### config.mk
export PLATFORM = sky130hd
export DESIGN_NAME = arb_mux
export DESIGN_NICKNAME = d
export VERILOG_FILES = /design/src/rtl/arb_mux.sv
export SDC_FILE = /design/constraint.sdc
export NUM_CORES = 1
export LEC_CHECK = 0
export ABC_CLOCK_PERIOD_IN_PS = 1600
export CAP_MARGIN = 0
export CORE_ASPECT_RATIO = 1.1
export CORE_MARGIN = 1.5
export CORE_UTILIZATION = 34
export DETAILED_ROUTE_END_ITERATION = 6
export GPL_TIMING_DRIVEN = 0
export PLACE_DENSITY = 0.9
export SKIP_CTS_REPAIR_TIMING = 1
export SYNTH_ARGS = -nofsm -noshare
export SYNTH_HDL_FRONTEND = slang
export SYNTH_SLANG_ARGS = --single-unit
### constraint.sdc
create_clock -name clk -period 1.6 [get_ports clk]
set_input_delay 0.32 -clock clk [delete_from_list [all_inputs] [get_ports clk]]
set_output_delay 0.32 -clock clk [all_outputs]
set_load 0.03 [all_outputs]
### src/rtl/arb_mux.sv
// arb_mux: N-input registered mux with valid/ready handshakes; fixed-select or round-robin grant
module arb_mux #(
  parameter int WIDTH     = 32,
  parameter int SEL_WIDTH = 2,
  parameter int MODE      = 0
) (
  input  logic                             clk,
  input  logic                             rst_n,
  input  logic [(2**SEL_WIDTH)*WIDTH-1:0]  in_data,
  input  logic [(2**SEL_WIDTH)-1:0]        in_valid,
  output logic [(2**SEL_WIDTH)-1:0]        in_ready,
  input  logic [SEL_WIDTH-1:0]             sel,
  output logic [WIDTH-1:0]                 out_data,
  output logic [SEL_WIDTH-1:0]             out_src,
  output logic                             out_valid,
  input  logic                             out_ready
);
  localparam int NUM_IN = 2**SEL_WIDTH;
  logic [NUM_IN-1:0][WIDTH-1:0] in_words;
  logic [SEL_WIDTH-1:0] last_grant, rr_grant, grant;
  logic grant_valid, load_en;
  assign in_words = in_data;
  assign load_en = !out_valid || out_ready;
  // Scan from farthest to nearest so the index right after last_grant wins; wrap is free at 2**SEL_WIDTH
  always_comb begin
    rr_grant = last_grant;
    for (int k = NUM_IN; k >= 1; k--)
      if (in_valid[last_grant + SEL_WIDTH'(k)]) rr_grant = last_grant + SEL_WIDTH'(k);
  end
  assign grant       = (MODE == 1) ? rr_grant : sel;
  assign grant_valid = (MODE == 1) ? |in_valid : in_valid[sel];
  assign in_ready    = (rst_n && load_en && grant_valid) ? NUM_IN'(1) << grant : '0;
  always_ff @(posedge clk or negedge rst_n) begin
    if (!rst_n) begin
      out_valid  <= 1'b0;
      out_data   <= '0;
      out_src    <= '0;
      last_grant <= '1;
    end else if (load_en) begin
      out_valid <= grant_valid;
      if (grant_valid) begin
        out_data <= in_words[grant];
        out_src  <= grant;
        if (MODE == 1) last_grant <= grant;
      end
    end
  end
endmodule

==> reports/metrics.yaml, run 1 <==
maxCapViolCount: 0
cts_inserted_buffers: 5
crit_required_ns: 1.28
antenna_found_initial: 0
yosysSeqAreaShare_pct: 38.1
clockBufferDepth: 2
wl_per_cell_um: 18.1
layout-drive-gt1-share_pct: 32.8
die_h_um: 89.3
crit_slowest_cell: "nor3_4"
peakVddDrop_v: 0.000522
grt_pass1_wl_um: 10200
num_vias: 1993
power_mw: 3.87
clk_latency_ns: 0.28
fin_crit_sh_pct: 115
die_area_um2: 7270
fmax_ghz: 0.545
netlist_top_cells_area: "dfrtp_1, mux4_2, mux2_4"
end_kind: "primary output"
cpPeakStageDelay_ns: 0.28
place_congestion: 0.760
portBuffers: 174
start_util_pct: 35.1
worst_pin_slew_ns: 0.529
ys_types: 21
finalHoldViolations: 0
nets: 451
area_delta_synth_final_pct: 92.4
clkTransAtPathRegs_ns: 0.07
layout_commonest_cell: "clkdlybuf4s50_1"
syn_area_per_cell_um2: 17.7
row_count: 31
skew_ns: 0.00332
pin_count: 176
grtUsageTotal_pct: 19.3
path_class: "in2out"
layout_common_cells: "clkdlybuf4s50_1, dlymetal6s2s_1, dfrtp_1"
via_per_inst: 5.03
yosys_warnings: 0
synthCells: 130
slew_headroom_pct: 64.8
drv_slew: 0
crit_path_start_kind: "input pin"
cts_tree: "built"
grt_setup_unrepaired: "true"
dieWidth_um: 81.4
postRouteAntennaNets: 0
hold_ws_ns: 0.0422
antenna_cells: 0
cp.arrival_ns: 1.52
drt_iter0_markers: 42
grt_pass1_vias: 2193
placed_cell_area_um2: 4150
p_leak_nw: 2.16
post-route-drc-count: 0
synth_top_area_share_pct: 38.1
first_pass_iters: 3
hold_class: "in2async"
violations: "setup timing"
netlist_area_um2: 2300
wirelength_um: 7180
powerDensity_nw_per_um2: 875
grt_overflow_total: 0
crit_fanout: 4
core_area_um2: 6560
outcome: "finished with violations"
yosysTopAreaCell: "dfrtp_1"
setup_violations: 4
stdcell_area_um2: 4420
finalCriticalPeriod_ns: 1.84
setup_tns_ns: -0.659
cts_root_buffer: "clkbuf_8"
yosys_register_bits: 35
cts.sinks: 35
crit_chain: "dlymetal6s2s_1 -> buf_8 -> mux2i_4 -> nor3_4 -> and4_4 -> buf_6"
dp_hpwl_um: 5640
grt_max_degree: 39
cts.htree.levels: 2
final.setup.worst_slack_ns: -0.235
synthesis.nets: 267
-- cells in the mapped netlist, drive strengths merged --
| cell type | n |
|---|---|
| dfrtp | 35 |
| mux2 | 34 |
| mux4 | 32 |
| buf | 9 |
| nor2 | 4 |
| inv | 3 |
| and4 | 2 |
| clkbuf | 2 |
| and2 | 1 |
| and3 | 1 |
| mux2i | 1 |
| nand2b | 1 |
| nand3 | 1 |
| nor2b | 1 |
| nor3 | 1 |
| o21ai | 1 |
| o21bai | 1 |
-- where the power goes --
| group | internal [mW] | total, mW | switching, mW |
|---|---|---|---|
| sequential | 1.12 | 1.24 | 0.123 |
| combinational | 1.12 | 1.99 | 0.866 |
| clock | 0.338 | 0.643 | 0.305 |
| total | 2.58 | 3.87 | 1.29 |
-- worst max-delay path, delay by kind of cell --
family / cells / cell delay (ns)
buffers and inverters: 3 / 0.45
muxes: 1 / 0.19
and+or+nand+nor: 2 / 0.55
-- final timing paths --
path                                               start                  endpoint  slack (ns)  cells after the start
worst max-delay path                              sel[0]               in_ready[0]       -0.24                      6
worst min-delay path                               rst_n  out_data[17]$_DFFE_PN0P_        0.04                      1
worst max register to register     out_valid$_DFFE_PN0P_   out_data[7]$_DFFE_PN0P_        0.10                      5
worst min register to register  out_data[11]$_DFFE_PN0P_  out_data[11]$_DFFE_PN0P_        0.50                      1
max in group asynchronous                          rst_n     out_valid$_DFFE_PN0P_        1.17                      1
min in group clk                               out_ready     out_valid$_DFFE_PN0P_        0.48                      3
-- final cells by class --
| type | count | area [um^2] |
|---|---|---|
| flip-flops and latches | 35 | 877 |
| inverters | 3 | 11.3 |
| multi-input cells | 81 | 1370 |
| repair buffers | 177 | 1870 |
| clock inverters | 1 | 5.00 |
| well taps | 82 | 103 |
| fillers | 479 | 2130 |
| clock buffers | 6 | 82.6 |
| plain buffers | 11 | 106 |
-- kinds of logic (layout without fill, tap and decap cells) --
family	count (synthesis)	after routing	share of synthesized area, %
buf+inv	14	198	4.08
compound gates	2	2	0.544
mux	67	67	53.3
simple gates	12	12	3.97
flops	35	35	38.1
-- metal layers --
metal	up-vias	global-route usage (%)	wire (um)
met1	987	20.1	2370
met3	12	6.12	611
met5	-	0	0
met4	0	7.52	149
li1	885	-	-
met2	109	35.6	4040
-- through the flow --
step	instances	utilization (%)	setup slack, ns
finish	396	67.5	-0.235
detailed placement	386	63.3	-1.02
global placement	386	63.4	-1.79
CTS	393	64.6	-1.02
floorplan	130	-	-0.00873
global route	396	67.5	-0.279
-- flip-flops by register name (all words and copies together) (netlist names) --
register,flops
out_data,32
out_src,2
out_valid,1
No activity file was read; power rests on OpenSTA's default activity.
==> inputs of run 2 (changes only) <==
CORE_ASPECT_RATIO = 1.5   (was 1.1)
==> reports/metrics.yaml, run 2 (synthesis results as in run 1) <==
cts.htree.levels: 2
path_class: "reg2out"
place_congestion: 0.882
peakVddDrop_v: 0.000457
violations: "setup timing"
post-place-cells: 380
cts_tree: "built"
skew_ns: 0.00231
cts.sinks: 35
num_vias: 2004
die_h_um: 104
post-route-drc-count: 0
grt_max_degree: 39
p_leak_nw: 2.18
drt_iter0_markers: 95
maxCapViolCount: 0
start_util_pct: 35.2
wirelength_um: 7780
drv_slew: 0
slew_headroom_pct: 64.3
final.setup.worst_slack_ns: -0.117
grt_overflow_total: 0
layout_common_cells: "clkdlybuf4s50_1, dlymetal6s2s_1, dfrtp_1"
fmax_ghz: 0.582
cp.arrival_ns: 1.40
power_mw: 3.91
layout-drive-gt1-share_pct: 33.2
postRouteAntennaNets: 0
portBuffers: 174
via_per_inst: 5.07
setup_tns_ns: -1.07
setup_violations: 34
fin_crit_sh_pct: 107
wl_per_cell_um: 19.7
clkTransAtPathRegs_ns: 0.07
area_delta_synth_final_pct: 94.4
finalCriticalPeriod_ns: 1.72
nets: 455
crit_fanout: 4
pin_count: 176
grt_pass1_vias: 2207
grt_setup_unrepaired: "true"
largest_reg_flops: 32
regMostFlops: "out_data"
row_count: 36
hold_class: "in2async"
fillers: 473
clk_latency_ns: 0.28
crit_path_start_kind: "register"
stdcell_area_um2: 4470
grtUsageTotal_pct: 21.0
grt_pass1_wl_um: 11600
cts_root_buffer: "clkbuf_8"
finalHoldViolations: 0
powerDensity_nw_per_um2: 875
first_pass_iters: 4
top_regs: "out_data: 32 flops, out_src: 2 flops, out_valid: 1 flops"
outcome: "finished with violations"
dp_hpwl_um: 6230
end_kind: "primary output"
crit_required_ns: 1.28
layout_commonest_cell: "clkdlybuf4s50_1"
pre_cts_ws_ns: -1.01
cts_inserted_buffers: 5
antenna_found_initial: 0
die_area_um2: 7280
core_area_um2: 6530
worst_pin_slew_ns: 0.535
antenna_cells: 0
dieWidth_um: 70.2
clockBufferDepth: 2
fin_cells: 395
placed_cell_area_um2: 4140
run 2: report_power, final:
| group | switching (mW) | total, mW | internal, mW | leakage [nW] |
|---|---|---|---|---|
| Combinational | 0.899 | 2.06 | 1.16 | 1.73 |
| Sequential | 0.126 | 1.24 | 1.12 | 0.407 |
| Clock | 0.309 | 0.615 | 0.305 | 0.0422 |
run 2: through the flow:
stage	hold WS (ns)	utilization (%)
5_1_grt	0.0690	68.4
3_3_place_gp	0.489	63.5
4_1_cts	0.166	64.7
6_report	0.0377	68.4
2_1_floorplan	0.0244	-
3_5_place_dp	0.470	63.4
run 2: final cells by class:
class,instances,area [um^2],share of cell area [%]
multi-input combinational,81,1370,30.7
sequential,35,877,19.6
buffer,11,125,2.80
timing repair buffer,181,1910,42.7
clock buffer,7,76.3,1.71
clock inverter,1,5.00,0.112
tap,76,95.1,2.13
inverter,3,11.3,0.252
run 2: worst max-delay path: stages (launching register included):
cell and delay, ns:
dfrtp_2 0.43, nor2b_4 0.14, nor3_4 0.16, and4_4 0.25
buf_6 0.13
run 2: path summary, 6_finish.rpt:
path | startpoint | to | slack (ns) | depth (start not counted)
worst max-delay path | out_valid$_DFFE_PN0P_ | in_ready[0] | -0.12 | 4
worst min-delay path | rst_n | out_data[20]$_DFFE_PN0P_ | 0.04 | 1
worst max register to register | out_valid$_DFFE_PN0P_ | out_data[15]$_DFFE_PN0P_ | -0.01 | 7
worst min register to register | out_data[21]$_DFFE_PN0P_ | out_data[21]$_DFFE_PN0P_ | 0.51 | 1
max in group asynchronous | rst_n | out_valid$_DFFE_PN0P_ | 1.17 | 1
min in group clk | out_ready | out_valid$_DFFE_PN0P_ | 0.47 | 3
run 2: routing by layer:
metal	track usage, %	wire [um]	part of all wire [%]	vias up
met2	37.5	4270	55	91
li1	-	-	-	893
met3	3.40	363	4.7	20
met5	0	0	0	-
met1	23.8	2860	37	1000
met4	10.2	287	3.7	0
